## src/rtl/mp_add_pkg.sv

```systemverilog
// mp_add_pkg: shared types and elaboration-time helpers for the word-serial
// multi-precision adder sequencer (mp_add_seq).
//   state_e      - sequencer states
//   idx_width()  - word-index register width, never narrower than 1 bit
//   nbits_total()- full operand width in bits
package mp_add_pkg;

    typedef enum logic [1:0] {
        IDLE = 2'd0,
        RUN  = 2'd1,
        DONE = 2'd2
    } state_e;

    function automatic int unsigned idx_width(input int unsigned nwords);
        int unsigned w;
        w = $clog2(nwords);
        return (w < 1) ? 1 : w;
    endfunction

    function automatic int unsigned nbits_total(input int unsigned wbits,
                                                input int unsigned nwords);
        return wbits * nwords;
    endfunction

endpackage

```

## src/rtl/mp_add_seq_add_3.sv

```systemverilog
// add_3: NBITS-wide three-input word adder (a + b + cin).
// Ports:
//   a, b  in  NBITS  addends
//   cin   in  1      carry in
//   s     out NBITS  sum (mod 2^NBITS)
//   cout  out 1      carry out
module add_3 #(
    parameter int unsigned NBITS = 64
) (
    input  logic [NBITS-1:0] a,
    input  logic [NBITS-1:0] b,
    input  logic             cin,
    output logic [NBITS-1:0] s,
    output logic             cout
);

    logic [NBITS:0] full;

    always_comb begin
        full = {1'b0, a} + {1'b0, b} + {{NBITS{1'b0}}, cin};
    end

    assign s    = full[NBITS-1:0];
    assign cout = full[NBITS];

endmodule

```

## src/rtl/mp_add_seq.sv

```systemverilog
// mp_add_seq: word-serial multi-precision adder sequencer.
// Adds two NWORDS*WBITS-bit operands by stepping one WBITS-wide add_3 over the
// words, least significant first, carrying between words in a register.
// Optional macro MP_ADD_SUB_EN adds the 'sub' port: B is inverted and the
// initial carry is 1, giving A - B with cout = no-borrow.
// Ports:
//   clk    in   1              clock, rising edge
//   rst_n  in   1              asynchronous active-low reset
//   start  in   1              request, sampled only in IDLE
//   a, b   in   NWORDS*WBITS   operands, latched on accepted start
//   sub    in   1              subtract mode (MP_ADD_SUB_EN only)
//   busy   out  1              state != IDLE
//   done   out  1              one-cycle completion pulse
//   y      out  NWORDS*WBITS   result register
//   cout   out  1              final carry / no-borrow flag
module mp_add_seq
    import mp_add_pkg::*;
#(
    parameter int unsigned WBITS  = 64,
    parameter int unsigned NWORDS = 4
) (
    input  logic                                   clk,
    input  logic                                   rst_n,
    input  logic                                   start,
    input  logic [nbits_total(WBITS, NWORDS)-1:0]  a,
    input  logic [nbits_total(WBITS, NWORDS)-1:0]  b,
`ifdef MP_ADD_SUB_EN
    input  logic                                   sub,
`endif
    output logic                                   busy,
    output logic                                   done,
    output logic [nbits_total(WBITS, NWORDS)-1:0]  y,
    output logic                                   cout
);

    localparam int unsigned IW = idx_width(NWORDS);
    localparam logic [IW-1:0] LAST_IDX = IW'(NWORDS - 1);

    state_e                         state_q, state_d;
    logic [NWORDS-1:0][WBITS-1:0]   a_q, a_d;
    logic [NWORDS-1:0][WBITS-1:0]   b_q, b_d;
    logic [NWORDS-1:0][WBITS-1:0]   y_q, y_d;
    logic [IW-1:0]                  idx_q, idx_d;
    logic                           carry_q, carry_d;
    logic                           cout_q, cout_d;
`ifdef MP_ADD_SUB_EN
    logic                           sub_q, sub_d;
`endif

    logic [WBITS-1:0] a_w;
    logic [WBITS-1:0] b_w;
    logic [WBITS-1:0] b_eff;
    logic [WBITS-1:0] sum_w;
    logic             c_w;

    // Word select for the current index.
    always_comb begin
        a_w = '0;
        b_w = '0;
        for (int unsigned i = 0; i < NWORDS; i++) begin
            if (idx_q == IW'(i)) begin
                a_w = a_q[i];
                b_w = b_q[i];
            end
        end
    end

`ifdef MP_ADD_SUB_EN
    assign b_eff = sub_q ? ~b_w : b_w;
`else
    assign b_eff = b_w;
`endif

    add_3 #(
        .NBITS (WBITS)
    ) u_add_3 (
        .a    (a_w),
        .b    (b_eff),
        .cin  (carry_q),
        .s    (sum_w),
        .cout (c_w)
    );

    always_ff @(posedge clk or negedge rst_n) begin
        if (!rst_n) begin
            state_q <= IDLE;
            a_q     <= '0;
            b_q     <= '0;
            y_q     <= '0;
            idx_q   <= '0;
            carry_q <= 1'b0;
            cout_q  <= 1'b0;
`ifdef MP_ADD_SUB_EN
            sub_q   <= 1'b0;
`endif
        end else begin
            state_q <= state_d;
            a_q     <= a_d;
            b_q     <= b_d;
            y_q     <= y_d;
            idx_q   <= idx_d;
            carry_q <= carry_d;
            cout_q  <= cout_d;
`ifdef MP_ADD_SUB_EN
            sub_q   <= sub_d;
`endif
        end
    end

    always_comb begin
        state_d = state_q;
        a_d     = a_q;
        b_d     = b_q;
        y_d     = y_q;
        idx_d   = idx_q;
        carry_d = carry_q;
        cout_d  = cout_q;
`ifdef MP_ADD_SUB_EN
        sub_d   = sub_q;
`endif
        busy    = (state_q != IDLE);
        done    = (state_q == DONE);

        unique case (state_q)
            IDLE: begin
                if (start) begin
                    a_d     = a;
                    b_d     = b;
                    idx_d   = '0;
`ifdef MP_ADD_SUB_EN
                    sub_d   = sub;
                    carry_d = sub;
`else
                    carry_d = 1'b0;
`endif
                    state_d = RUN;
                end
            end
            RUN: begin
                for (int unsigned i = 0; i < NWORDS; i++) begin
                    if (idx_q == IW'(i)) begin
                        y_d[i] = sum_w;
                    end
                end
                carry_d = c_w;
                if (idx_q == LAST_IDX) begin
                    cout_d  = c_w;
                    idx_d   = '0;
                    state_d = DONE;
                end else begin
                    idx_d = idx_q + IW'(1);
                end
            end
            DONE: begin
                state_d = IDLE;
            end
            default: begin
                state_d = IDLE;
            end
        endcase
    end

    assign y    = y_q;
    assign cout = cout_q;

endmodule

```

## config.mk

```make
export PLATFORM = sky130hd
export DESIGN_NAME = mp_add_seq
export DESIGN_NICKNAME = d
export VERILOG_FILES = /design/src/rtl/mp_add_pkg.sv /design/src/rtl/mp_add_seq_add_3.sv /design/src/rtl/mp_add_seq.sv
export SDC_FILE = /design/constraint.sdc
export NUM_CORES = 1
export LEC_CHECK = 0
export ABC_CLOCK_PERIOD_IN_PS = 4100
export BUFFER_PORTS_ARGS = -buffer_cell sky130_fd_sc_hd__buf_2
export CORE_AREA = 3 3 300 302
export CTS_BUF_LIST = sky130_fd_sc_hd__clkbuf_4 sky130_fd_sc_hd__clkbuf_8
export DETAILED_ROUTE_END_ITERATION = 10
export DIE_AREA = 0 0 303 305
export GPL_TIMING_DRIVEN = 0
export PLACE_DENSITY = 0.66
export SLEW_MARGIN = 15
export SYNTH_ARGS = -nofsm -noshare
export SYNTH_HDL_FRONTEND = slang
export SYNTH_SLANG_ARGS = --single-unit
```

## constraint.sdc

```tcl
create_clock -name clk -period 4.1 [get_ports clk]
set_clock_uncertainty 0.2 [all_clocks]
set_input_delay 1.025 -clock clk [delete_from_list [all_inputs] [get_ports clk]]
set_output_delay 1.025 -clock clk [all_outputs]
set_load 0.1 [all_outputs]
```

Word-level counts from Yosys, hierarchy flattened:

Cells that the tools add are included.

* word-level logic and storage cells: 53
* register bits: 774

* eq/ne operators: 7
* muxes and demuxes: 16
* reductions and logical operators: 11
* $add $sub $neg: 3

Operators with widths (count)
* $mux W64: 8
* $add A64 B64 Y65: 1
* $add A65 B1 Y65: 1
* $reduce_and A2 Y1: 7
* $mux W2: 4
* $pmux W2 S2: 2
* $eq A2 B2 Y1 const B: 3
* $eq A2 B1 Y1 const B: 2
* $logic_not A2 Y1: 2
* $ne A2 B2 Y1 const B: 2
* $reduce_bool A2 Y1: 2
* $add A2 B1 Y2 const B: 1
* $pmux W1 S2: 1
* $mux W1: 1

Depth between registers and ports, before layout:

Gate-level depths: netlist of the first run.

* depth in word-level cells: 8
* mapped depth: 22

By module:

Synthesis of the first run repeated with hierarchy kept, for this count alone.

* cell total of the unflattened synthesis: 2793
* area total of the unflattened synthesis: 36043.3 µm²

By module, submodules not included
* mp_add_seq: area each 32326.0 µm², cells an instance 2247, times used 1
* add_3: area each 3717.3 µm², cells an instance 546, times used 1

Least setup slack after synthesis of the first run:

Ideal clock, no wire load.

* path type: flip-flop to flip-flop
* from: register idx_q[1]
* to: register y_q, in the netlist y[126]
* buffers on the path: 3
* stages on the path, launching flop included: 22
* arrival time: 4.173 ns
* path slack: -0.384 ns
* required time: 3.790 ns
* path through: dfrtp_1 -> inv_1 -> ha_1 -> clkbuf_1 -> clkbuf_1 -> clkbuf_1 -> a21oi_1 -> nor2_1 -> a21oi_1 -> nor2_1 -> a21oi_1 -> fa_1 -> fa_1 -> nor2b_1 -> o31ai_2 -> a21oi_1 -> a41o_1 -> o2111ai_1 -> nand2_2 -> a21boi_4 -> o211a_1 -> o41ai_1

* longest elaborated chain between the ends: 7

Ends and longest elaborated chain
* start: declaration: line mp_add_seq.sv:43 `logic [IW-1:0] idx_q, idx_d;`
* start signal: assignment: line mp_add_seq.sv:101 `idx_q <= idx_d;`
* $logic_not A2 Y1: line mp_add_seq.sv:61 `if (idx_q == IW'(i)) begin`
* $mux W64 (4 in a row): line mp_add_seq.sv:61
* $add A64 B64 Y65: line mp_add_seq_add_3.sv:20 `full = {1'b0, a} + {1'b0, b} + {{NBITS{1'b0}}, cin};`
* $add A65 B1 Y65: line mp_add_seq_add_3.sv:20
* end signal: assignment: line mp_add_seq.sv:100 `y_q <= y_d;`
* end: declaration: line mp_add_seq.sv:42 `logic [NWORDS-1:0][WBITS-1:0] y_q, y_d;`

Several ways; a longest one is shown, not always the timed one.
A chain may end at the register's enable or synchronous reset.

Final worst setup path of the first run:

* from: register idx_q[0]
* to: register y_q, in the netlist y[249]

The elaborated chain is that of the path after synthesis.

==> results of run 1 <==
-- per-layer routing --
metal | global-route usage (%) | part of all wire, % | vias up | wire [um]
met4 | 13.82 | 4.5 | 32 | 6933
met1 | 41.66 | 40 | 16580 | 62960
li1 | - | - | 14690 | -
met3 | 7.779 | 7.8 | 373 | 12090
met5 | 0 | 0.14 | - | 222
met2 | 51.82 | 47 | 1483 | 73400
-- synthesized netlist by cell type, types with 7 or more instances --
| cell | number | area (um2) |
|---|---|---|
| sky130_fd_sc_hd__dfrtp_1 | 774 | 19370 |
| sky130_fd_sc_hd__nand2_1 | 562 | 2110 |
| sky130_fd_sc_hd__mux2_2 | 512 | 5766 |
| sky130_fd_sc_hd__o21ai_0 | 390 | 1952 |
| sky130_fd_sc_hd__a21oi_1 | 339 | 1697 |
| sky130_fd_sc_hd__nor2_1 | 313 | 1175 |
| sky130_fd_sc_hd__clkbuf_1 | 225 | 844.6 |
| sky130_fd_sc_hd__ha_1 | 67 | 838.3 |
| sky130_fd_sc_hd__nand3_1 | 42 | 210.2 |
| sky130_fd_sc_hd__nand4_1 | 32 | 200.2 |
| sky130_fd_sc_hd__xnor2_1 | 29 | 254.0 |
| sky130_fd_sc_hd__inv_1 | 27 | 101.4 |
| sky130_fd_sc_hd__a21o_1 | 26 | 195.2 |
| sky130_fd_sc_hd__nor3_1 | 25 | 125.1 |
| sky130_fd_sc_hd__xor2_1 | 20 | 175.2 |
| sky130_fd_sc_hd__o21bai_1 | 14 | 105.1 |
| sky130_fd_sc_hd__and3_1 | 12 | 75.07 |
| sky130_fd_sc_hd__o21a_1 | 12 | 90.09 |
| sky130_fd_sc_hd__or3_1 | 12 | 75.07 |
| sky130_fd_sc_hd__and2_1 | 10 | 62.56 |
| sky130_fd_sc_hd__o211ai_1 | 10 | 75.07 |
| sky130_fd_sc_hd__o31ai_1 | 9 | 67.56 |
| sky130_fd_sc_hd__a31oi_1 | 8 | 50.05 |
| sky130_fd_sc_hd__a211oi_1 | 7 | 52.55 |
| sky130_fd_sc_hd__buf_1 | 7 | 26.28 |
-- placed cells by master, fill, tap and decap left out, types with 19 or more instances in the layout --
| cell type | count |
|---|---|
| sky130_fd_sc_hd__o21ai_1 | 153 |
| sky130_fd_sc_hd__nand4_1 | 32 |
| sky130_fd_sc_hd__a21oi_2 | 109 |
| sky130_fd_sc_hd__o21ai_2 | 83 |
| sky130_fd_sc_hd__buf_2 | 779 |
| sky130_fd_sc_hd__ha_2 | 19 |
| sky130_fd_sc_hd__a21o_1 | 26 |
| sky130_fd_sc_hd__clkbuf_1 | 134 |
| sky130_fd_sc_hd__buf_6 | 60 |
| sky130_fd_sc_hd__dfrtp_1 | 773 |
| sky130_fd_sc_hd__inv_1 | 25 |
| sky130_fd_sc_hd__a21oi_4 | 30 |
| sky130_fd_sc_hd__a21oi_1 | 201 |
| sky130_fd_sc_hd__ha_4 | 28 |
| sky130_fd_sc_hd__o21ai_0 | 147 |
| sky130_fd_sc_hd__ha_1 | 20 |
| sky130_fd_sc_hd__mux2_2 | 512 |
| sky130_fd_sc_hd__clkbuf_4 | 53 |
| sky130_fd_sc_hd__buf_4 | 135 |
| sky130_fd_sc_hd__nor2_2 | 35 |
| sky130_fd_sc_hd__nor2_1 | 267 |
| sky130_fd_sc_hd__diode_2 | 72 |
| sky130_fd_sc_hd__clkbuf_8 | 177 |
| sky130_fd_sc_hd__nand3_1 | 29 |
| sky130_fd_sc_hd__nand2_1 | 538 |
| sky130_fd_sc_hd__clkbuf_2 | 32 |
-- cells by family after synthesis --
logic type / count (synthesis) / synth area share (%)
muxes: 515 / 15.87
and+or+nand+nor: 1033 / 11.55
buffers and inverters: 269 / 2.864
DFF: 774 / 53.04
AOI/OAI and AO/OA: 866 / 13.09
xor gates and xnor gates: 49 / 1.175
adders and majority gates: 69 / 2.405
-- worst paths after layout --
kind,start,endpoint,slack (ns),cells after the start
max in group asynchronous,rst_n,a_q[58],0.82,6
min in group asynchronous,rst_n,y[137],0.55,2
worst max register to register,idx_q[0],y[249],-0.66,22
worst max-delay path,idx_q[0],y[249],-0.66,22
worst min-delay path,a[251],a_q[251],0.21,2
worst min register to register,y[129],y[129],0.27,2
-- worst max-delay path, delay by kind of cell (launching register included) --
| kind | cells | cell delay [ns] |
|---|---|---|
| buffers and inverters | 6 | 0.92 |
| AOI/OAI and AO/OA | 9 | 1.79 |
| DFF | 1 | 0.48 |
| and+or+nand+nor | 5 | 0.59 |
| adders and majority gates | 2 | 0.59 |
-- metrics by stage --
step / std cells / utilization [%]
floorplan: 3575 / -
global placement: 5513 / 47.62
detailed placement: 5521 / 47.88
CTS: 5860 / 55.19
global route: 5981 / 57.47
finish: 6003 / 57.53
-- flip-flops by register name, indices dropped and copies added, names as in the netlist --
register and count:
a_q 256, b_q 256, y 256, idx_q 2
state_q 2, carry_q 1, cout 1
-- area by class of cell --
type / instances / area, um2 / share of cell area, %
Tap cell: 1165 / 1458 / 2.880
Clock inverter: 19 / 226.5 / 0.4475
Buffer: 226 / 1420 / 2.806
Inverter: 28 / 107.6 / 0.2126
Timing Repair Buffer: 971 / 5874 / 11.61
Multi-Input combinational cell: 2532 / 19290 / 38.11
Clock buffer: 216 / 2685 / 5.305
Sequential cell: 774 / 19370 / 38.27
Antenna cell: 72 / 180.2 / 0.3560
-- timing repair --
action                                  CTS  global route
endpoints found under the setup margin  254           234
pin swaps                               167           212
hold buffers                              1             0
gates resized for setup                 717           409
gates cloned                              4             5
setup buffers                           107            85
hold endpoints to repair                 59             0
==> run summary, run 1 <==
OUTCOME
------------------------------------------------------------------------------------
Status                                                                  finished, violations left
Failing checks                                                          negative setup slack

SYNTHESIS
------------------------------------------------------------------------------------
Number of different library cells in the post-synthesis netlist                   67
Number of synthesized flops with an enable pin                                     0
Cell area after synthesis                                                  36520 um2
Seq cells post-synth                                                             774
Ys Warns                                                                           0
Syn_area_per_cell                                                          10.21 um2
Net Count, Synth                                                                4159
Sequential cell area fraction in the yosys report                             53.04%
Ys flop type                                                            sky130_fd_sc_hd__dfrtp_1
Gate Count Post-Synth                                                           3575
Proportion of synthesized flip-flops having asynchronous set or reset         100.0%

TIMING
------------------------------------------------------------------------------------
Smallest hold slack                                                        0.2082 ns
Final cycle utilization of the critical path                                  116.1%
Worst Tran Pin Value                                                        1.215 ns
Setup repair after global routing missed its margin                              yes
Setup tns final                                                            -91.02 ns
Setup violations, final                                                          234
Hold Vio Cnt, Final                                                                0
Max Transition Viols Final                                                         0
Minimum clock period                                                        4.759 ns
Remaining max-slew budget at the tightest pin                                 19.00%
Peak clock frequency supported by timing                                   210.1 MHz
Final worst slack                                                         -0.6586 ns

PLACED DESIGN
------------------------------------------------------------------------------------
Post-placement setup slack                                                 -2.297 ns
Final weighted congestion in routability-driven placement                     0.9760
Placed Area                                                                42120 um2
Count of port buffers added during placement                                     773
Post-DP HPWL                                                                117.2 mm

ROUTE
------------------------------------------------------------------------------------
Number of iterations in the first detailed-routing pass                            8
Antenna Violating Nets Remaining                                                   0
DRC viols                                                                          0
Iteration-0 DRC Markers                                                         2733
Routed wire length                                                          155.6 mm
DR vias                                                                        33160
Average wire per standard cell                                              25.92 um
Via density                                                                    5.524

SETUP PATH
------------------------------------------------------------------------------------
Cell seen most often among critical-path stages                         sky130_fd_sc_hd__buf_6
Maximum fanout encountered on the critical timing path                             7
Critical Path RT                                                             4.56 ns
Sequence of cells on the critical path                                  ha_4, clkbuf_16, clkbuf_16, a21oi_4, nor2_1, a21oi_1, nor2_1, a21oi_2, fa_2, buf_6, nor2b_4, o31a_1, o31ai_4, and3_1, buf_6, a211oi_4, buf_6, nor4b_4, buf_6, o31ai_4, a311oi_4, o31ai_1
Type of element capturing the critical path                                     flop
Worst setup path class                                                       reg2reg
Slowest cell on crit path                                               sky130_fd_sc_hd__dfrtp_2
Nature of the critical path startpoint                                          flop
Highest cell delay on the worst timing path                                  0.48 ns
Arrival time at the worst endpoint                                           5.22 ns

FLOORPLANNING
------------------------------------------------------------------------------------
I/O pin count                                                                    774
Starting utilization of the core area                                         41.51%
Die ar.                                                                    92420 um2
Die width                                                                     303 um
Row count                                                                        109
Area of the core                                                           87970 um2
DIE HEIGHT                                                                    305 um

CLOCK TREE
------------------------------------------------------------------------------------
CTS root buffer                                                         sky130_fd_sc_hd__clkbuf_8
Count of clock tree sinks                                                        774
CTS Buf Count                                                                    138
CTS clock-pin slew for the worst setup and hold paths                        0.07 ns
CTS Buffer Depth                                                                   3
TritonCTS clock tree                                                             yes
Number of H-tree branching levels                                                  4
Latest clock arrival within the worst-skew pair                              0.83 ns

GLOBAL ROUTING
------------------------------------------------------------------------------------
Residual overflow from global routing                                              0
Vias in the first global route                                                 32920
Antenna violations before repair                                                  94
Global-route wire length before repair                                      217.7 mm
Global routing usage summed across all routing layers                         32.31%
Largest net degree at the start of global routing                                103

FINISH
------------------------------------------------------------------------------------
Number of filler cells placed in the layout                                     7550
Final instance area                                                        50610 um2
Net count, final                                                                5255
Area grow syn2layout                                                          38.60%
Share of post-route cells with drive strength above 1                         48.32%

JOB
------------------------------------------------------------------------------------
Number of maximum-capacitance constraint violations                                0

WORST HOLD PATH
------------------------------------------------------------------------------------
Worst min-delay path class                                                    in2reg

Power of run 1 is not shown: default switching activity piles up to over one toggle a cycle in this logic, so the estimate is an artifact.
==> run 2: changes to the inputs <==
--- a/config.mk
+++ b/config.mk
@@ -7,10 +7,10 @@
 export LEC_CHECK = 0
 export ABC_CLOCK_PERIOD_IN_PS = 4100
 export BUFFER_PORTS_ARGS = -buffer_cell sky130_fd_sc_hd__buf_2
-export CORE_AREA = 3 3 300 302
+export CORE_AREA = 4 4 301 303
 export CTS_BUF_LIST = sky130_fd_sc_hd__clkbuf_4 sky130_fd_sc_hd__clkbuf_8
 export DETAILED_ROUTE_END_ITERATION = 10
-export DIE_AREA = 0 0 303 305
+export DIE_AREA = 0 0 305 307
 export GPL_TIMING_DRIVEN = 0
 export PLACE_DENSITY = 0.66
 export SLEW_MARGIN = 15
==> run 2 against run 1 <==
The run still ends with negative setup slack left. Maximum frequency shrank 2.3%. Wire length barely moved. Sequential share of layout area rose by 0.91 points. Final area shrank 2.3%. Register-to-register slack got worse by 0.11 ns. Largest cell class unchanged.
==> run summary, run 2 (synthesis results as in run 1) <==
TIMING
----------------------------------------------------------------------------------
Max Transition Viols Final                                                       0   unchanged
Final worst slack                                                       -0.7691 ns   -0.1105 ns
Hold Vio Cnt, Final                                                              0   unchanged
Worst Tran Pin Value                                                      1.058 ns   -0.1568 ns
Final cycle utilization of the critical path                                118.8%   +2.7 points
Setup repair after global routing missed its margin                            yes
Remaining max-slew budget at the tightest pin                               29.45%   +10 points
Smallest hold slack                                                      0.2143 ns   +0.006052 ns
Setup violations, final                                                        228   -2.6%
Minimum clock period                                                      4.869 ns   +0.1105 ns
Peak clock frequency supported by timing                                 205.4 MHz   -2.3%

FLOORPLANNING
----------------------------------------------------------------------------------
Area of the core                                                         87970 um2   unchanged
Row count                                                                      109   unchanged
Die width                                                                   305 um   +0.66%
Die ar.                                                                  93640 um2   +1.3%
Starting utilization of the core area                                       41.51%   unchanged
DIE HEIGHT                                                                  307 um   +0.66%
I/O pin count                                                                  774   unchanged

ROUTE
----------------------------------------------------------------------------------
Iteration-0 DRC Markers                                                       2633   -3.7%
Average wire per standard cell                                            26.05 um   +0.52%
DR vias                                                                      32980   -0.55%
Antenna Violating Nets Remaining                                                 0   unchanged
Routed wire length                                                        155.5 mm   about the same
DRC viols                                                                        0   unchanged
Number of iterations in the first detailed-routing pass                          6   -2
Via density                                                                  5.526   about the same

GLOBAL ROUTING
----------------------------------------------------------------------------------
Residual overflow from global routing                                            0   unchanged
Vias in the first global route                                               32990   +0.21%
Global-route wire length before repair                                    221.0 mm   +1.5%
Largest net degree at the start of global routing                              101   -1.9%
Global routing usage summed across all routing layers                       31.97%   -0.33 points
Antenna violations before repair                                               101   +7.4%

CLOCK TREE
----------------------------------------------------------------------------------
Number of H-tree branching levels                                                4   unchanged
CTS root buffer                                                       sky130_fd_sc_hd__clkbuf_8
CTS clock-pin slew for the worst setup and hold paths                      0.07 ns   about the same
CTS Buf Count                                                                  140   +1.4%
TritonCTS clock tree                                                           yes
CTS Buffer Depth                                                                 3   unchanged
Latest clock arrival within the worst-skew pair                            0.84 ns   about the same
Count of clock tree sinks                                                      774   unchanged

SETUP PATH
----------------------------------------------------------------------------------
Worst setup path class                                                     reg2reg
Sequence of cells on the critical path                                inv_4, ha_4, clkbuf_8, buf_2, nor2_1, a21oi_2, o21ai_2, ha_1, buf_4, nand2_2, o21ai_2, a21o_1, a221o_1, a311oi_4, nand2_4, a21boi_4, buf_12, xor2_4, o21ai_1
Nature of the critical path startpoint                                        flop
Cell seen most often among critical-path stages                       sky130_fd_sc_hd__o21ai_2
Buffering stage count on the worst path with inverters included                  5   -1
Highest cell delay on the worst timing path                                0.48 ns   about the same
Arrival time at the worst endpoint                                         5.35 ns   +0.13 ns
Type of element capturing the critical path                                   flop
Family of cells with the greatest summed delay on the critical path   compound AO/OA/AOI/OAI gates
Slowest cell on crit path                                             sky130_fd_sc_hd__dfrtp_2
Maximum fanout encountered on the critical timing path                          10   +3
Critical Path RT                                                           4.58 ns   +0.02 ns

FINISH
----------------------------------------------------------------------------------
Multi-input combinational cell area                                      18650 um2   -3.3%
Register Area                                                            19370 um2   unchanged
Area grow syn2layout                                                        35.36%
Net count, final                                                              5222   -0.63%
Most common cell after layout, fill and taps aside                    sky130_fd_sc_hd__buf_2
Number of filler cells placed in the layout                                   7764   +2.8%
Share of post-route cells with drive strength above 1                       46.15%   -2.2 points
Most frequent cells in the layout                                     sky130_fd_sc_hd__buf_2 (783), sky130_fd_sc_hd__dfrtp_1 (773), sky130_fd_sc_hd__nand2_1 (548), sky130_fd_sc_hd__mux2_2 (512), sky130_fd_sc_hd__nor2_1 (271)
Final standard cell utilization of the core                                 56.19%   -1.3 points

OUTCOME
----------------------------------------------------------------------------------
Failing checks                                                        negative setup slack
Status                                                                finished, violations left

JOB
----------------------------------------------------------------------------------
Number of maximum-capacitance constraint violations                              0   unchanged

PLACED DESIGN
----------------------------------------------------------------------------------
Count of port buffers added during placement                                   773   unchanged
Post-placement setup slack                                               -2.307 ns   -0.01030 ns
Post-DP HPWL                                                              118.8 mm   +1.3%
Final weighted congestion in routability-driven placement                   0.9519   -2.5%

WORST HOLD PATH
----------------------------------------------------------------------------------
Worst min-delay path class                                                  in2reg

run 2: cell type report:
class / count / area share, %
diodes: 79 / 0.3999
plain buffers: 229 / 2.800
clock buffers: 203 / 5.121
clock inverters: 25 / 0.4531
inverters: 28 / 0.2177
multi-input cells: 2532 / 37.72
flip-flops and latches: 774 / 39.19
well taps: 1165 / 2.949
repair buffers: 933 / 11.15
run 2: metrics by stage:
stage               area [um2]  std cells  setup TNS [ns]
detailed placement       42120       5521         -419.95
floorplan                36560       3575               0
global placement         41890       5513               -
global route             49350       5938         -136.16
finish                   49430       5968         -108.06
CTS                      48080       5848          -89.80
run 2: metal layers:
| metal | vias to the layer above | share of wire (%) | GRT usage [%] |
|---|---|---|---|
| met5 | - | 0.15 | 0 |
| met4 | 34 | 4.0 | 13.96 |
| met3 | 341 | 8.1 | 8.533 |
| met2 | 1346 | 47 | 51.57 |
| met1 | 16610 | 40 | 40.74 |
| li1 | 14650 | - | - |
run 2: worst register-to-register path, delay by kind of cell (launching register included):
family                   cells  cell delay (ns)
AND/OR/NAND/NOR              3             0.37
XOR/XNOR                     1             0.25
AO/OA/AOI/OAI                8             1.85
buffers and inverters        5             1.06
adder cells (fa/ha/maj)      2             0.52
flip-flops                   1             0.48
run 2: final timing paths:
kind / end / slack [ns] / from / cells past startpoint
hold reg to reg: y[99] / 0.27 / y[99] / 2
setup reg to reg: y[246] / -0.77 / idx_q[0] / 19
min in group asynchronous: b_q[237] / 0.62 / rst_n / 2
hold / removal: b_q[129] / 0.21 / b[129] / 2
max in group asynchronous: a_q[19] / 1.60 / rst_n / 4
setup / recovery: y[246] / -0.77 / idx_q[0] / 19
run 2: what timing repair did:
| action | CTS | global route |
|---|---|---|
| endpoints found under the hold margin | 26 | 0 |
| resized for setup | 650 | 254 |
| setup buffers | 107 | 50 |
| setup endpoints to repair | 254 | 238 |
| cloned | 4 | 2 |
| hold buffers | 1 | 0 |
| pin swaps | 182 | 142 |
Power of run 2 is left out for the same reason.
